$ cat src/rtl/perm_arbiter.sv
// perm_arbiter: two-requester round-robin front end for the perm core.
// Grants whole 8-beat blocks, spaces final beats, tags results with owner.
module perm_arbiter #(
  parameter int MIN_GAP = 8
) (
  input  logic             clk,
  input  logic             reset,
  input  logic [1:0]       rq_valid,
  input  logic [1:0][2:0]  rq_dix,
  input  logic [1:0][199:0] rq_din,
  output logic [1:0]       rq_ready,
  output logic             p_pushin,
  output logic [2:0]       p_dix,
  output logic [199:0]     p_din,
  input  logic             p_pushout,
  output logic             res_valid,
  output logic             res_owner,
  output logic             err_seq,
  output logic             err_orphan
);

  localparam int GW = $clog2(MIN_GAP + 1);
  localparam logic [GW-1:0] GAP_LOAD = GW'(MIN_GAP - 1);

  typedef enum logic {IDLE = 1'b0, LOAD = 1'b1} state_t;

  state_t          state_q, state_d;
  logic            grant_q, grant_d;
  logic            last_q, last_d;
  logic [2:0]      exp_q, exp_d;
  logic [GW-1:0]   gap_q, gap_d;
  logic [1:0]      fifo_q, fifo_d;
  logic            wr_q, wr_d;
  logic            rd_q, rd_d;
  logic [1:0]      cnt_q, cnt_d;
  logic            p_pushin_q, p_pushin_d;
  logic [2:0]      p_dix_q, p_dix_d;
  logic [199:0]    p_din_q, p_din_d;
  logic            orphan_q, orphan_d;

  logic rdy, acc, hit, fin, pop;

  always_ff @(posedge clk or posedge reset) begin
    if (reset) begin
      state_q    <= IDLE;
      grant_q    <= 1'b0;
      last_q     <= 1'b1;
      exp_q      <= 3'd0;
      gap_q      <= '0;
      fifo_q     <= 2'b00;
      wr_q       <= 1'b0;
      rd_q       <= 1'b0;
      cnt_q      <= 2'd0;
      p_pushin_q <= 1'b0;
      p_dix_q    <= 3'd0;
      p_din_q    <= '0;
      orphan_q   <= 1'b0;
    end else begin
      state_q    <= state_d;
      grant_q    <= grant_d;
      last_q     <= last_d;
      exp_q      <= exp_d;
      gap_q      <= gap_d;
      fifo_q     <= fifo_d;
      wr_q       <= wr_d;
      rd_q       <= rd_d;
      cnt_q      <= cnt_d;
      p_pushin_q <= p_pushin_d;
      p_dix_q    <= p_dix_d;
      p_din_q    <= p_din_d;
      orphan_q   <= orphan_d;
    end
  end

  always_comb begin
    state_d = state_q;
    grant_d = grant_q;
    last_d  = last_q;
    exp_d   = exp_q;
    gap_d   = (gap_q != '0) ? gap_q - GW'(1) : gap_q;
    unique case (state_q)
      IDLE: begin
        if (|rq_valid) begin
          state_d = LOAD;
          grant_d = rq_valid[~last_q] ? ~last_q : rq_valid[1];
          exp_d   = 3'd0;
        end
      end
      LOAD: begin
        if (hit) exp_d = exp_q + 3'd1;
        if (fin) begin
          state_d = IDLE;
          gap_d   = GAP_LOAD;
          last_d  = grant_q;
        end
      end
      default: ;
    endcase
    // owner FIFO: push on final beat, pop on tracked result
    fifo_d = fifo_q;
    if (fin) fifo_d[wr_q] = grant_q;
    wr_d  = wr_q ^ fin;
    rd_d  = rd_q ^ pop;
    cnt_d = cnt_q + {1'b0, fin} - {1'b0, pop};
    p_pushin_d = hit;
    p_dix_d    = hit ? rq_dix[grant_q] : p_dix_q;
    p_din_d    = hit ? rq_din[grant_q] : p_din_q;
    orphan_d   = p_pushout & (cnt_q == 2'd0);
  end

  always_comb begin
    rdy = 1'b0;
    if (state_q == LOAD)
      rdy = (exp_q != 3'd7) || (gap_q == '0 && cnt_q != 2'd2);
    rq_ready          = 2'b00;
    rq_ready[grant_q] = rdy;
    acc       = rdy & rq_valid[grant_q];
    hit       = acc & (rq_dix[grant_q] == exp_q);
    fin       = hit & (exp_q == 3'd7);
    err_seq   = acc & ~hit;
    pop       = p_pushout & (cnt_q != 2'd0);
    res_valid = pop;
    res_owner = fifo_q[rd_q];
  end

  assign p_pushin   = p_pushin_q;
  assign p_dix      = p_dix_q;
  assign p_din      = p_din_q;
  assign err_orphan = orphan_q;

endmodule

$ cat config.mk
export PLATFORM = sky130hd
export DESIGN_NAME = perm_arbiter
export DESIGN_NICKNAME = d
export VERILOG_FILES = /design/src/rtl/perm_arbiter.sv
export SDC_FILE = /design/constraint.sdc
export NUM_CORES = 1
export LEC_CHECK = 0
export ABC_CLOCK_PERIOD_IN_PS = 8400
export BUFFER_PORTS_ARGS = -buffer_cell sky130_fd_sc_hd__buf_2
export CAP_MARGIN = 20
export CELL_PAD_IN_SITES_DETAIL_PLACEMENT = 1
export CELL_PAD_IN_SITES_GLOBAL_PLACEMENT = 1
export CORE_AREA = 5 5 236 238
export DETAILED_ROUTE_END_ITERATION = 12
export DIE_AREA = 0 0 241 243
export PLACE_DENSITY_LB_ADDON = 0.05
export SLEW_MARGIN = 25
export SYNTH_ARGS = -nofsm -noshare
export SYNTH_HDL_FRONTEND = slang
export SYNTH_SLANG_ARGS = --single-unit
export TNS_END_PERCENT = 1
$ cat constraint.sdc
create_clock -name clk -period 8.4 [get_ports clk]
set_clock_uncertainty 0.15 [all_clocks]
set_input_delay 0.84 -clock clk [delete_from_list [all_inputs] [get_ports clk]]
set_output_delay 0.84 -clock clk [all_outputs]
set_load 0.02 [all_outputs]
==> summary.md, run 1 <==
| Metric | Value |
|---|---|
| Hold buffer count at CTS | `0` |
| Worst slew pin tran | `between 1 and 1.5 ns` |
| FFs w/ async S/R, synth | `100.0%` |
| Die height | `243 um` |
| Register area share after synthesis | `54.23%` |
| Post-route minimum period | `3.778 ns` |
| Post-detailed-route wirelength per cell | `a little over 20 um` |
| Top Ports | `621` |
| Total die area | `around 59000 um^2` |
| Synth Net Count | `1381` |
| Multi-input gate area | `4223 um^2` |
| Ys flop type | `sky130_fd_sc_hd__dfrtp_1` |
| WS Path Type | `register to register` |
| Leakage Power | `6.856 nW` |
| Total half-perimeter wirelength after legalization and detailed placement | `37200 um` |
| Combinational cell fraction of total power | `43.7%` |
| Total area of sequential cells | `5535 um^2` |
| Final WL | `46670 um` |
| Sum Neg Setup Slack | `0 ns` |
| Area added between synthesis and finish | `45.53%` |
| First drt pass iteration count | `4` |
| Level count of the clock H-tree | `1` |
| Unrepaired setup endpoints after global routing | `no` |
| TritonCTS buffer count | `30` |
| Standard cell with the maximum stage delay on the critical path | `sky130_fd_sc_hd__dfrtp_4` |
| Maximum clock insertion buffer count | `3` |
| Dominant cell type by area after synthesis | `sky130_fd_sc_hd__dfrtp_1` |
| Min setup slack post-route | `4.622 ns` |
| Worst slew margin relative to its limit | `22.68%` |
| YS warnings | `0` |
| CTS sink count | `221` |
| DR vias | `between 9000 and 10000` |
| Clk Latency, worst-skew pair | `between 0.5 and 0.6 ns` |
| Via count of the first global-routing pass | `9883` |
| Non-Filler Cell Area, Final | `14850 um^2` |
| Core area | `53390 um^2` |
| Total congestion overflow after global routing | `0` |
| Remaining DRCs | `0` |
| Portion of synthesized cell area occupied by the leading cell type | `a little over half` |
| P per Cell Area | `370.5 nW/um^2` |
| Horizontal die dimension | `241 um` |
| Count of endpoints failing hold in the final timing report | `0` |
| Area of the mapped netlist | `10200 um^2` |
| Required arrival time at the worst endpoint | `8.63 ns` |
| Filler Cell Count | `6286` |
| Dpl cell area | `between 10000 and 15000 um^2` |
| Number of routed nets with antenna violations | `0` |
| Number of stages on the worst setup path | `6` |
| Number of flops mapped to enable cells by yosys | `0` |
| CTS root buffer | `sky130_fd_sc_hd__clkbuf_16` |
| Critical path buffers and inverters | `2` |
| Share of post-route cells with drive strength above 1 | `43.35%` |
| Worst path top cell family by delay | `buffers and inverters` |
| Initial standard-cell utilization of the core | `19.11%` |
| CTS tree | `yes` |
| RD Place Congestion | `between 0.7 and 0.8` |
| Category of the worst setup path launch point | `register` |
| I/O Buffers | `620` |
| Result of the run | `complete, no violations` |
| Reg2reg setup slack | `4.62 ns` |
| Cts repair resizes | `0` |
| Synthesized netlist cell count | `965` |
| Crit share post-route | `44.97%` |
| Data arrival time of the critical path | `between 4 and 5 ns` |
| Clock input transition at the sequential cells of the worst setup and hold paths | `0.06 ns` |
| Starting DRT DRC Count | `357` |
| Main area contributors after synthesis | `sky130_fd_sc_hd__dfrtp_1, sky130_fd_sc_hd__mux2i_1, sky130_fd_sc_hd__a21oi_1` |
| Number of vias per cell | `4.110` |
| Most frequently used cell type in the post-synthesis netlist | `sky130_fd_sc_hd__dfrtp_1` |
| Worst Setup End Kind | `register` |
| Number of library cell types mapped by synthesis | `30` |
| Wire length of the first global-routing pass | `about 66000 um` |
| Internal | `3.136 mW` |
| Maximum clock rate | `264.7 MHz` |
| Flip-flop and latch count after synthesis | `221` |
| Initial antenna violation count | `2` |
| Sw Ratio | `42.98%` |
| Count of standard-cell rows | `85` |
| Critical Path, Cell by Cell | `mux2i_1, xnor2_1, nor4_2, buf_6, buf_12, a21oi_1` |
| Worst min-delay path category | `primary input to async pin` |
| Avg Inst Size Synth | `~11 um^2` |
| P_sw | `2.363 mW` |
| Placement Setup Slack | `4.217 ns` |
| Slowest Stage Delay on Critical Path | `around 0.85 ns` |
| Final Max Tran Viols | `0` |
| Maximum VDD drop | `between 0.0001 and 0.00015 V` |
| Sequential share of power | `33.6%` |
| Net count reported at finish | `a little under 2000` |
| Maximum Capacitance Violations | `0` |
| Final setup violation count | `0` |
| Post CTS Setup Buffer Count | `0` |
| Maximum number of pins on one net before global-route repair | `208` |
| Largest fanout on the critical path | `207` |
| Cells on worst reg2reg path | `6` |
| Clock Power Share | `22.7%` |
| Total global-route track usage | `approximately 15%` |
| Leading post-synthesis cells by instance count | `sky130_fd_sc_hd__dfrtp_1, sky130_fd_sc_hd__nor2_1, sky130_fd_sc_hd__a21oi_1, sky130_fd_sc_hd__mux2i_1, sky130_fd_sc_hd__buf_2` |
[worst reg2reg max path, stage by stage (launching register included)]
cell                      delay (ns)
sky130_fd_sc_hd__dfrtp_4        0.85
sky130_fd_sc_hd__mux2i_1        0.41
sky130_fd_sc_hd__xnor2_1        0.16
sky130_fd_sc_hd__nor4_2         0.37
sky130_fd_sc_hd__buf_6          0.58
sky130_fd_sc_hd__buf_12         0.69
sky130_fd_sc_hd__a21oi_1        0.41
[cell usage in the layout, fill, tap and decap left out, drive strengths merged]
cell / netlist / final
nor3: 3 / 3
nor2: 207 / 207
clkbuf: 21 / 50
o21ai: 5 / 5
clkinv: 0 / 5
mux2: 5 / 5
nor4: 1 / 1
ha: 5 / 5
and2: 1 / 1
a32o: 1 / 1
diode: 0 / 1
dfstp: 1 / 1
nand2: 11 / 11
nor3b: 2 / 2
o211ai: 2 / 2
nand3: 2 / 2
o21a: 1 / 1
o2111ai: 1 / 1
xnor2: 8 / 8
dfrtp: 220 / 220
a21oi: 203 / 203
buf: 48 / 626
clkinvlp: 0 / 1
mux2i: 203 / 203
nand3b: 2 / 2
a21o: 1 / 1
inv: 9 / 9
or3: 1 / 1
nand2b: 1 / 1
[per-stage QoR]
| stage | hold WS (ns) | std cells | util (%) | power (mW) |
|---|---|---|---|---|
| after floorplan | 0.2941 | 965 | - | 3.279 |
| after global placement | 0.3383 | 2218 | 25.95 | 4.318 |
| after detailed placement | 0.3419 | 2218 | 25.95 | 4.349 |
| after CTS | 0.3311 | 2274 | 27.79 | 5.648 |
| after global routing | 0.3352 | 2275 | 27.81 | 5.894 |
| final | 0.2642 | 2275 | 27.81 | 5.500 |
[kinds of logic after synthesis]
group	count (synthesis)	share of synthesized area (%)
xor+xnor	8	0.6869
mux	208	20.47
flops	221	54.23
buf+inv	78	4.440
simple gates	231	8.880
compound gates	214	10.68
fa+ha+maj	5	0.6133
[power groups by stage]
stage / clock [mW] / sequential, mW / combinational (mW)
after floorplan: 0 / 2.46 / 0.818
after global placement: 0 / 1.86 / 2.46
after detailed placement: 0 / 1.87 / 2.48
after CTS: 1.31 / 1.86 / 2.48
after global routing: 1.35 / 1.92 / 2.63
final: 1.25 / 1.85 / 2.40
[path summary, 6_finish.rpt]
kind                                          start                     end
worst max-delay path            grant_q$_DFFE_PP0P_  p_din[183]$_DFFE_PP0P_
worst min-delay path                          reset  p_din[184]$_DFFE_PP0P_
worst max register to register  grant_q$_DFFE_PP0P_  p_din[183]$_DFFE_PP0P_
worst min register to register       rd_q$_DFF_PP0_          rd_q$_DFF_PP0_
min in group clk                     rd_q$_DFF_PP0_          rd_q$_DFF_PP0_
max in group asynchronous                     reset   p_din[75]$_DFFE_PP0P_
[registers in the layout (all words and copies together) (netlist names)]
register	count
p_din	200
state_q	1
cnt_q	2
wr_q	1
p_dix	3
rd_q	1
exp_q	3
gap_q	4
err_orphan	1
grant_q	1
fifo_q	2
last_q	1
p_pushin	1
[layout make-up]
type                    instances  area share [%]
repair buffers                626           21.51
multi-input cells             666           28.44
flip-flops and latches        221           37.29
inverters                       9          0.2781
clock inverters                 6          0.2191
clock buffers                  50           6.380
diodes                          1         0.01686
well taps                     696           5.866
[layer usage]
layer / track usage [%] / vias to the layer above / share of wire (%)
met1: 16.68 / 4482 / 37
met4: 2.439 / 2 / 1.5
li1: - / 4499 / -
met2: 27.49 / 324 / 53
met5: 0 / - / 0.043
met3: 5.256 / 44 / 9.0
No activity file was read; power rests on OpenSTA's default activity.
==> inputs of run 2 (changes only) <==
--- a/config.mk
+++ b/config.mk
@@ -5,14 +5,15 @@
 export SDC_FILE = /design/constraint.sdc
 export NUM_CORES = 1
 export LEC_CHECK = 0
-export ABC_CLOCK_PERIOD_IN_PS = 8400
+export ABC_AREA = 1
+export ABC_CLOCK_PERIOD_IN_PS = 3050
 export BUFFER_PORTS_ARGS = -buffer_cell sky130_fd_sc_hd__buf_2
 export CAP_MARGIN = 20
 export CELL_PAD_IN_SITES_DETAIL_PLACEMENT = 1
 export CELL_PAD_IN_SITES_GLOBAL_PLACEMENT = 1
-export CORE_AREA = 5 5 236 238
+export CORE_AREA = 5 5 241 243
 export DETAILED_ROUTE_END_ITERATION = 12
-export DIE_AREA = 0 0 241 243
+export DIE_AREA = 0 0 246 248
 export PLACE_DENSITY_LB_ADDON = 0.05
 export SLEW_MARGIN = 25
 export SYNTH_ARGS = -nofsm -noshare
==> constraint.sdc (replaced) <==
create_clock -name clk -period 3.05 [get_ports clk]
set_clock_uncertainty 0.15 [all_clocks]
set_input_delay 0.305 -clock clk [delete_from_list [all_inputs] [get_ports clk]]
set_output_delay 0.305 -clock clk [all_outputs]
set_load 0.02 [all_outputs]
==> summary.md, run 2 <==
| Metric | Value |
|---|---|
| Worst-case hold path end point | `p_din[181]$_DFFE_PP0P_` |
| Cells on worst reg2reg path | `9 (was 6)` |
| Hold path depth | `4` |
| Core area | `55730 um^2 (was 53390 um^2)` |
| Final setup violation count | `0 (unchanged)` |
| Number of library cell types mapped by synthesis | `24 (was 30)` |
| Number of flops mapped to enable cells by yosys | `0 (unchanged)` |
| Avg Inst Size Synth | `8.818 um^2 (was 10.57 um^2)` |
| Crit share post-route | `92.38% (was 44.97%)` |
| Reg2reg setup slack | `0.23 ns (was 4.62 ns)` |
| Maximum clock insertion buffer count | `3 (unchanged)` |
| Most frequent cells in the layout | `sky130_fd_sc_hd__buf_2, sky130_fd_sc_hd__nand2_1, sky130_fd_sc_hd__dlygate4sd3_1, sky130_fd_sc_hd__dfrtp_1, sky130_fd_sc_hd__o211ai_1 (was sky130_fd_sc_hd__buf_2, sky130_fd_sc_hd__dfrtp_1, sky130_fd_sc_hd__nor2_1, sky130_fd_sc_hd__mux2i_1, sky130_fd_sc_hd__a21oi_1)` |
| Slowest Stage Delay on Critical Path | `0.63 ns (was 0.85 ns)` |
| Horizontal die dimension | `246 um (was 241 um)` |
| Sum Neg Setup Slack | `0 ns (unchanged)` |
| Pwr Total | `16.81 mW (was 5.500 mW)` |
| Synth Net Count | `1643 (was 1381)` |
| Dominant cell type by area after synthesis | `sky130_fd_sc_hd__dfrtp_1 (unchanged)` |
| RD Place Congestion | `0.7822 (was 0.7591)` |
| Worst Setup End Kind | `register (unchanged)` |
| Largest fanout on the critical path | `72 (was 207)` |
| Post-route minimum period | `2.818 ns (was 3.778 ns)` |
| Main area contributors after synthesis | `sky130_fd_sc_hd__dfrtp_1, sky130_fd_sc_hd__nand2_1, sky130_fd_sc_hd__o211ai_1 (was sky130_fd_sc_hd__dfrtp_1, sky130_fd_sc_hd__mux2i_1, sky130_fd_sc_hd__a21oi_1)` |
| First drt pass iteration count | `4 (unchanged)` |
| Launch instance of the worst min-delay path | `rq_din[381]` |
| Count of endpoints failing hold in the final timing report | `0 (unchanged)` |
| CTS root buffer | `sky130_fd_sc_hd__clkbuf_16 (unchanged)` |
| Count of standard-cell rows | `87 (was 85)` |
| Worst slew pin tran | `0.9527 ns (was 1.160 ns)` |
| Post CTS Setup Buffer Count | `0 (unchanged)` |
| Startpoint of the worst register-to-register path | `exp_q[0]$_DFFE_PP0P_ (was grant_q$_DFFE_PP0P_)` |
| Level count of the clock H-tree | `1 (unchanged)` |
| Critical Path, Cell by Cell | `ha_1, ha_1, nand2_1, nand3b_4, nor2_4, buf_12, o211ai_1, dlygate4sd3_1, nand2_1 (was mux2i_1, xnor2_1, nor4_2, buf_6, buf_12, a21oi_1)` |
| Initial standard-cell utilization of the core | `19.41% (was 19.11%)` |
| Maximum Capacitance Violations | `0 (unchanged)` |
| Post-detailed-route wirelength per cell | `19.16 um (was 20.51 um)` |
| Standard cell with the maximum stage delay on the critical path | `sky130_fd_sc_hd__dlygate4sd3_1 (was sky130_fd_sc_hd__dfrtp_4)` |
| Register area share after synthesis | `51.13% (was 54.23%)` |
| CTS tree | `yes (unchanged)` |
| P per Cell Area | `851.1 nW/um^2 (was 370.5 nW/um^2)` |
| Worst r2r dst | `p_din[184]$_DFFE_PP0P_ (was p_din[183]$_DFFE_PP0P_)` |
| Unrepaired setup endpoints after global routing | `no (unchanged)` |
| Flip-flop and latch count after synthesis | `221 (unchanged)` |
| Total die area | `61010 um^2 (was 58560 um^2)` |
| Area of the mapped netlist | `10820 um^2 (was 10200 um^2)` |
| Required arrival time at the worst endpoint | `3.39 ns (was 8.63 ns)` |
| Number of routed nets with antenna violations | `0 (unchanged)` |
| WS Path Type | `register to register (unchanged)` |
| Leading post-synthesis cells by instance count | `sky130_fd_sc_hd__nand2_1, sky130_fd_sc_hd__dfrtp_1, sky130_fd_sc_hd__o211ai_1, sky130_fd_sc_hd__or2_2, sky130_fd_sc_hd__clkbuf_1 (was sky130_fd_sc_hd__dfrtp_1, sky130_fd_sc_hd__nor2_1, sky130_fd_sc_hd__a21oi_1, sky130_fd_sc_hd__mux2i_1, sky130_fd_sc_hd__buf_2)` |
| Die height | `248 um (was 243 um)` |
| Maximum VDD drop | `0.0005168 V (was 0.0001345 V)` |
| Final WL | `57530 um (was 46670 um)` |
| Maximum clock rate | `354.9 MHz (was 264.7 MHz)` |
| Result of the run | `complete, no violations (unchanged)` |
| Critical path launch point | `exp_q[0]$_DFFE_PP0P_ (was grant_q$_DFFE_PP0P_)` |
| Worst min-delay path category | `primary input to register (was primary input to async pin)` |
| Synthesized netlist cell count | `1227 (was 965)` |
| Portion of synthesized cell area occupied by the leading cell type | `50.88% (was 53.97%)` |
| TritonCTS buffer count | `31 (was 30)` |
| I/O Buffers | `620 (unchanged)` |
| Total congestion overflow after global routing | `0 (unchanged)` |
| Remaining DRCs | `0 (unchanged)` |
| Top Ports | `621 (unchanged)` |
| Via count of the first global-routing pass | `13900 (was 9883)` |
| Starting DRT DRC Count | `430 (was 357)` |
| DR vias | `12620 (was 9351)` |
| Category of the worst setup path launch point | `register (unchanged)` |
| Most frequently used cell type in the post-synthesis netlist | `sky130_fd_sc_hd__nand2_1 (was sky130_fd_sc_hd__dfrtp_1)` |
| Non-Filler Cell Area, Final | `19760 um^2 (was 14850 um^2)` |
| Share of post-route cells with drive strength above 1 | `39.81% (was 43.35%)` |
| Maximum number of pins on one net before global-route repair | `134 (was 208)` |
| FFs w/ async S/R, synth | `100.0% (unchanged)` |
| Leakage Power | `9.512 nW (was 6.856 nW)` |
| Area added between synthesis and finish | `82.62% (was 45.53%)` |
| Wire length of the first global-routing pass | `84790 um (was 65810 um)` |
| Total half-perimeter wirelength after legalization and detailed placement | `40400 um (was 37200 um)` |
| Total global-route track usage | `17.85% (was 14.90%)` |
| YS warnings | `0 (unchanged)` |
| Ys flop type | `sky130_fd_sc_hd__dfrtp_1 (unchanged)` |
| Number of flip-flops in the largest register | `200 (unchanged)` |
| Worst slew margin relative to its limit | `36.49% (was 22.68%)` |
| Clk Latency, worst-skew pair | `0.57 ns (was 0.55 ns)` |
| Worst path top cell family by delay | `buffers and inverters (unchanged)` |
| CTS sink count | `221 (unchanged)` |
| Clock input transition at the sequential cells of the worst setup and hold paths | `0.06 ns (about the same)` |
| Data arrival time of the critical path | `3.16 ns (was 4.01 ns)` |
| Final Core Density | `35.45% (was 27.81%)` |
| Leading cell type in the layout, fill and taps excluded | `sky130_fd_sc_hd__buf_2 (unchanged)` |
| Final Max Tran Viols | `0 (unchanged)` |
| Dpl cell area | `14640 um^2 (was 13860 um^2)` |
| Net count reported at finish | `2627 (was 1970)` |
| Initial antenna violation count | `20 (was 2)` |
| Number of vias per cell | `4.203 (was 4.110)` |
| Critical path buffers and inverters | `2 (unchanged)` |
run 2: cells by family (layout without fill, tap and decap cells):
logic type / count (synthesis) / count (layout) / synth area share (%)
adder cells (fa/ha/maj): 5 / 5 / 0.5782
flip-flops: 221 / 221 / 51.13
AND/OR/NAND/NOR: 674 / 674 / 28.44
other: 0 / 14 / 0
AO/OA/AOI/OAI: 212 / 212 / 14.53
XOR/XNOR: 2 / 2 / 0.1619
multiplexers: 1 / 1 / 0.1041
buffers and inverters: 112 / 1118 / 5.065
run 2: metrics by stage:
stage / setup WS, ns / hold WS, ns / cells
3_3_place_gp: 0.5513 / 0.1926 / 2526
3_5_place_dp: 0.5227 / 0.1939 / 2526
2_1_floorplan: -0.2863 / 0.2917 / 1227
6_report: 0.2323 / 0.01148 / 3003
5_1_grt: 0.04888 / 0.01373 / 2999
4_1_cts: 0.2068 / 0.0002252 / 2989
run 2: area by class of cell:
class	count	area, um^2
inverter	22	88.84
tap	756	945.9
clock inverter	5	50.05
sequential	221	5535
antenna	14	35.03
fill	6693	35980
clock buffer	50	947.2
multi-input combinational	894	4755
timing repair buffer	1041	7401
run 2: per-layer routing:
metal	track usage, %	vias up	wire length (um)
li1	-	6038	-
met1	20.55	6092	22670
met2	31.83	379	28980
met3	5.341	100	4076
met4	5.793	14	1727
met5	0	-	70
run 2: worst register-to-register path, cell delays in order, from the launching register on:
cell and delay, ns:
sky130_fd_sc_hd__dfrtp_1 0.39, sky130_fd_sc_hd__ha_1 0.21, sky130_fd_sc_hd__ha_1 0.24, sky130_fd_sc_hd__nand2_1 0.14, sky130_fd_sc_hd__nand3b_4 0.10, sky130_fd_sc_hd__nor2_4 0.25
sky130_fd_sc_hd__buf_12 0.34, sky130_fd_sc_hd__o211ai_1 0.22, sky130_fd_sc_hd__dlygate4sd3_1 0.63, sky130_fd_sc_hd__nand2_1 0.08
run 2: power by group:
group	internal, mW	total, mW	switching (mW)	leakage (nW)
logic	3.04	8.31	5.27	6.24
clock network	2.17	3.57	1.39	0.494
registers	4.24	4.94	0.693	2.78
run 2: worst max-delay path by stage:
stage,endpoint,slack (ns),cells after the start
after detailed placement,cnt_q[1]$_DFF_PP0_,0.52,14
after global placement,cnt_q[1]$_DFF_PP0_,0.55,14
after global routing,p_din[149]$_DFFE_PP0P_,0.05,10
after floorplan,cnt_q[0]$_DFF_PP0_,-0.29,1
after CTS,p_din[189]$_DFFE_PP0P_,0.21,9
final,p_din[184]$_DFFE_PP0P_,0.23,9
run 2: timing repair:
action / CTS / global route
endpoints found under the hold margin: 219 / 0
endpoints found under the setup margin: 1 / 0
gates resized for setup: 1 / 0
hold buffers: 408 / 0
==> inputs of run 3 (changes only) <==
--- a/config.mk
+++ b/config.mk
@@ -5,15 +5,14 @@
 export SDC_FILE = /design/constraint.sdc
 export NUM_CORES = 1
 export LEC_CHECK = 0
-export ABC_AREA = 1
 export ABC_CLOCK_PERIOD_IN_PS = 3050
 export BUFFER_PORTS_ARGS = -buffer_cell sky130_fd_sc_hd__buf_2
 export CAP_MARGIN = 20
 export CELL_PAD_IN_SITES_DETAIL_PLACEMENT = 1
 export CELL_PAD_IN_SITES_GLOBAL_PLACEMENT = 1
-export CORE_AREA = 5 5 241 243
+export CORE_AREA = 2 2 238 240
 export DETAILED_ROUTE_END_ITERATION = 12
-export DIE_AREA = 0 0 246 248
+export DIE_AREA = 0 0 240 242
 export PLACE_DENSITY_LB_ADDON = 0.05
 export SLEW_MARGIN = 25
 export SYNTH_ARGS = -nofsm -noshare
==> summary.md, run 3 (synthesis gave the netlist of run 1 again) <==
| Metric | Value |
|---|---|
| DR vias | `10950 (was 12620)` |
| Total die area | `58080 um^2 (was 61010 um^2)` |
| Horizontal die dimension | `240 um (was 246 um)` |
| Sum Neg Setup Slack | `0 ns (unchanged)` |
| Clock input transition at the sequential cells of the worst setup and hold paths | `0.06 ns (about the same)` |
| Final WL | `47850 um (was 57530 um)` |
| Filler Cell Count | `6490 (was 6693)` |
| Starting DRT DRC Count | `273 (was 430)` |
| Post-route minimum period | `2.716 ns (was 2.818 ns)` |
| Unrepaired setup endpoints after global routing | `no (unchanged)` |
| Most frequent cells in the layout | `sky130_fd_sc_hd__buf_2, sky130_fd_sc_hd__dlygate4sd3_1, sky130_fd_sc_hd__dfrtp_1, sky130_fd_sc_hd__nor2_1 (was sky130_fd_sc_hd__buf_2, sky130_fd_sc_hd__nand2_1, sky130_fd_sc_hd__dlygate4sd3_1, sky130_fd_sc_hd__dfrtp_1, sky130_fd_sc_hd__o211ai_1)` |
| Count of standard-cell rows | `87 (unchanged)` |
| Total global-route track usage | `15.94% (was 17.85%)` |
| Via count of the first global-routing pass | `12030 (was 13900)` |
| WS Path Type | `register to register (unchanged)` |
| Category of the worst setup path launch point | `register (unchanged)` |
| Critical path buffers and inverters | `2 (unchanged)` |
| Worst path top cell family by delay | `buffers and inverters (unchanged)` |
| Maximum number of pins on one net before global-route repair | `102 (was 134)` |
| Count of endpoints failing hold in the final timing report | `0 (unchanged)` |
| CTS root buffer | `sky130_fd_sc_hd__clkbuf_16 (unchanged)` |
| Total congestion overflow after global routing | `0 (unchanged)` |
| Largest fanout on the critical path | `62 (was 72)` |
| Non-Filler Cell Area, Final | `19090 um^2 (was 19760 um^2)` |
| Reg2reg setup slack | `0.33 ns (was 0.23 ns)` |
| Hold path depth | `3 (was 4)` |
| Critical Path, Cell by Cell | `ha_1, ha_1, nand3b_1, o2111ai_1, nor4_2, buf_12, buf_12, nor2_1, a21oi_1 (was ha_1, ha_1, nand2_1, nand3b_4, nor2_4, buf_12, o211ai_1, dlygate4sd3_1, nand2_1)` |
| Maximum clock rate | `368.2 MHz (was 354.9 MHz)` |
| Worst slew margin relative to its limit | `41.70% (was 36.49%)` |
| Worst Setup End Kind | `register (unchanged)` |
| Standard cell with the maximum stage delay on the critical path | `sky130_fd_sc_hd__dfrtp_1 (was sky130_fd_sc_hd__dlygate4sd3_1)` |
| Share of post-route cells with drive strength above 1 | `34.61% (was 39.81%)` |
| Result of the run | `complete, no violations (unchanged)` |
| CTS tree | `yes (unchanged)` |
| Net count reported at finish | `2386 (was 2627)` |
| Level count of the clock H-tree | `1 (unchanged)` |
| Instance count after placement with tap cells included | `2289 (was 2526)` |
| Cells on worst reg2reg path | `9 (unchanged)` |
| Worst min-delay path category | `primary input to register (unchanged)` |
| Crit share post-route | `89.04% (was 92.38%)` |
| Post-detailed-route wirelength per cell | `17.41 um (was 19.16 um)` |
| I/O Buffers | `620 (unchanged)` |
| Multi-input gate area | `4223 um^2 (was 4755 um^2)` |
| CTS sink count | `221 (unchanged)` |
| Die height | `242 um (was 248 um)` |
| Maximum clock insertion buffer count | `3 (unchanged)` |
| Cts repair resizes | `0 (was 1)` |
| Total area of sequential cells | `5535 um^2 (unchanged)` |
| Maximum VDD drop | `0.0004057 V (was 0.0005168 V)` |
| Number of vias per cell | `3.986 (was 4.203)` |
| Worst slew pin tran | `0.8745 ns (was 0.9527 ns)` |
| Final setup violation count | `0 (unchanged)` |
| Initial antenna violation count | `2 (was 20)` |
| Remaining DRCs | `0 (unchanged)` |
| Launch instance of the worst min-delay path | `rq_din[169] (was rq_din[381])` |
| Leakage Power | `8.596 nW (was 9.512 nW)` |
| TritonCTS buffer count | `28 (was 31)` |
| Core area | `55730 um^2 (unchanged)` |
| Leading cell type in the layout, fill and taps excluded | `sky130_fd_sc_hd__buf_2 (unchanged)` |
| Non-filler cells, final | `2748 (was 3003)` |
| Total half-perimeter wirelength after legalization and detailed placement | `35770 um (was 40400 um)` |
| Area added between synthesis and finish | `87.15% (was 82.62%)` |
| Final Max Tran Viols | `0 (unchanged)` |
| Wire length of the first global-routing pass | `71330 um (was 84790 um)` |
| Initial standard-cell utilization of the core | `18.30% (was 19.41%)` |
| Clk Latency, worst-skew pair | `0.55 ns (was 0.57 ns)` |
| Number of routed nets with antenna violations | `0 (unchanged)` |
| Top Ports | `621 (unchanged)` |
| Maximum Capacitance Violations | `0 (unchanged)` |
| Final Core Density | `34.25% (was 35.45%)` |
| Worst-case hold path end point | `p_din[169]$_DFFE_PP0P_ (was p_din[181]$_DFFE_PP0P_)` |
| Number of flip-flops in the largest register | `200 (unchanged)` |
| Startpoint of the worst register-to-register path | `exp_q[0]$_DFFE_PP0P_ (unchanged)` |
| RD Place Congestion | `0.7649 (was 0.7822)` |
| Slowest Stage Delay on Critical Path | `0.41 ns (was 0.63 ns)` |
| Dpl cell area | `14120 um^2 (was 14640 um^2)` |
| Required arrival time at the worst endpoint | `3.36 ns (was 3.39 ns)` |
| Worst r2r dst | `p_din[179]$_DFFE_PP0P_ (was p_din[184]$_DFFE_PP0P_)` |
| Data arrival time of the critical path | `3.03 ns (was 3.16 ns)` |
| P per Cell Area | `819.0 nW/um^2 (was 851.1 nW/um^2)` |
| First drt pass iteration count | `4 (unchanged)` |
## run 3: per-layer routing
layer	vias to the layer above	part of all wire (%)	track usage, %
met5	-	0	0
met4	0	2.5	4.019
met3	55	7.0	4.341
met2	348	52	29.58
met1	5207	39	17.75
li1	5344	-	-
## run 3: how the worst max path moves through the flow
stage	from	cells after the start	end	slack (ns)
floorplan	reset	1	cnt_q[0]$_DFF_PP0_	-0.29
global placement	grant_q$_DFFE_PP0P_	7	p_din[20]$_DFFE_PP0P_	0.34
detailed placement	grant_q$_DFFE_PP0P_	7	p_din[15]$_DFFE_PP0P_	0.28
CTS	grant_q$_DFFE_PP0P_	5	err_seq	0.25
global route	exp_q[0]$_DFFE_PP0P_	9	p_din[21]$_DFFE_PP0P_	0.01
finish	exp_q[0]$_DFFE_PP0P_	9	p_din[179]$_DFFE_PP0P_	0.33
## run 3: cell type report
class                           count  area share (%)
Timing Repair Buffer             1044           39.05
Sequential cell                   221           28.99
Multi-Input combinational cell    666           22.12
Tap cell                          756           4.955
Clock buffer                       44           4.358
Clock inverter                      7          0.3146
Inverter                            9          0.1966
Antenna cell                        1         0.01311
## run 3: timing repair
item	CTS	global route
setup buffers	0	0
hold buffers	407	0
endpoints found under the hold margin	218	0
## run 3: power breakdown
group	internal, mW	total (mW)	switching (mW)
registers	4.35	5.09	0.732
clock network	1.94	3.26	1.32
logic	2.76	7.29	4.52
## run 3: worst min-delay path, stage by stage
cell and delay [ns]:
sky130_fd_sc_hd__buf_2 0.08, sky130_fd_sc_hd__mux2i_1 0.10, sky130_fd_sc_hd__a21oi_1 0.17
## run 3: metrics by stage
step / setup WS [ns] / total power [mW] / hold WS [ns]
final: 0.3342 / 15.63 / 0.01430
after global routing: 0.009862 / 16.77 / 0.04153
after global placement: 0.3376 / 11.90 / 0.2309
after floorplan: -0.2863 / 9.031 / 0.2887
after detailed placement: 0.2785 / 11.97 / 0.2272
after CTS: 0.2455 / 15.97 / 0.007350
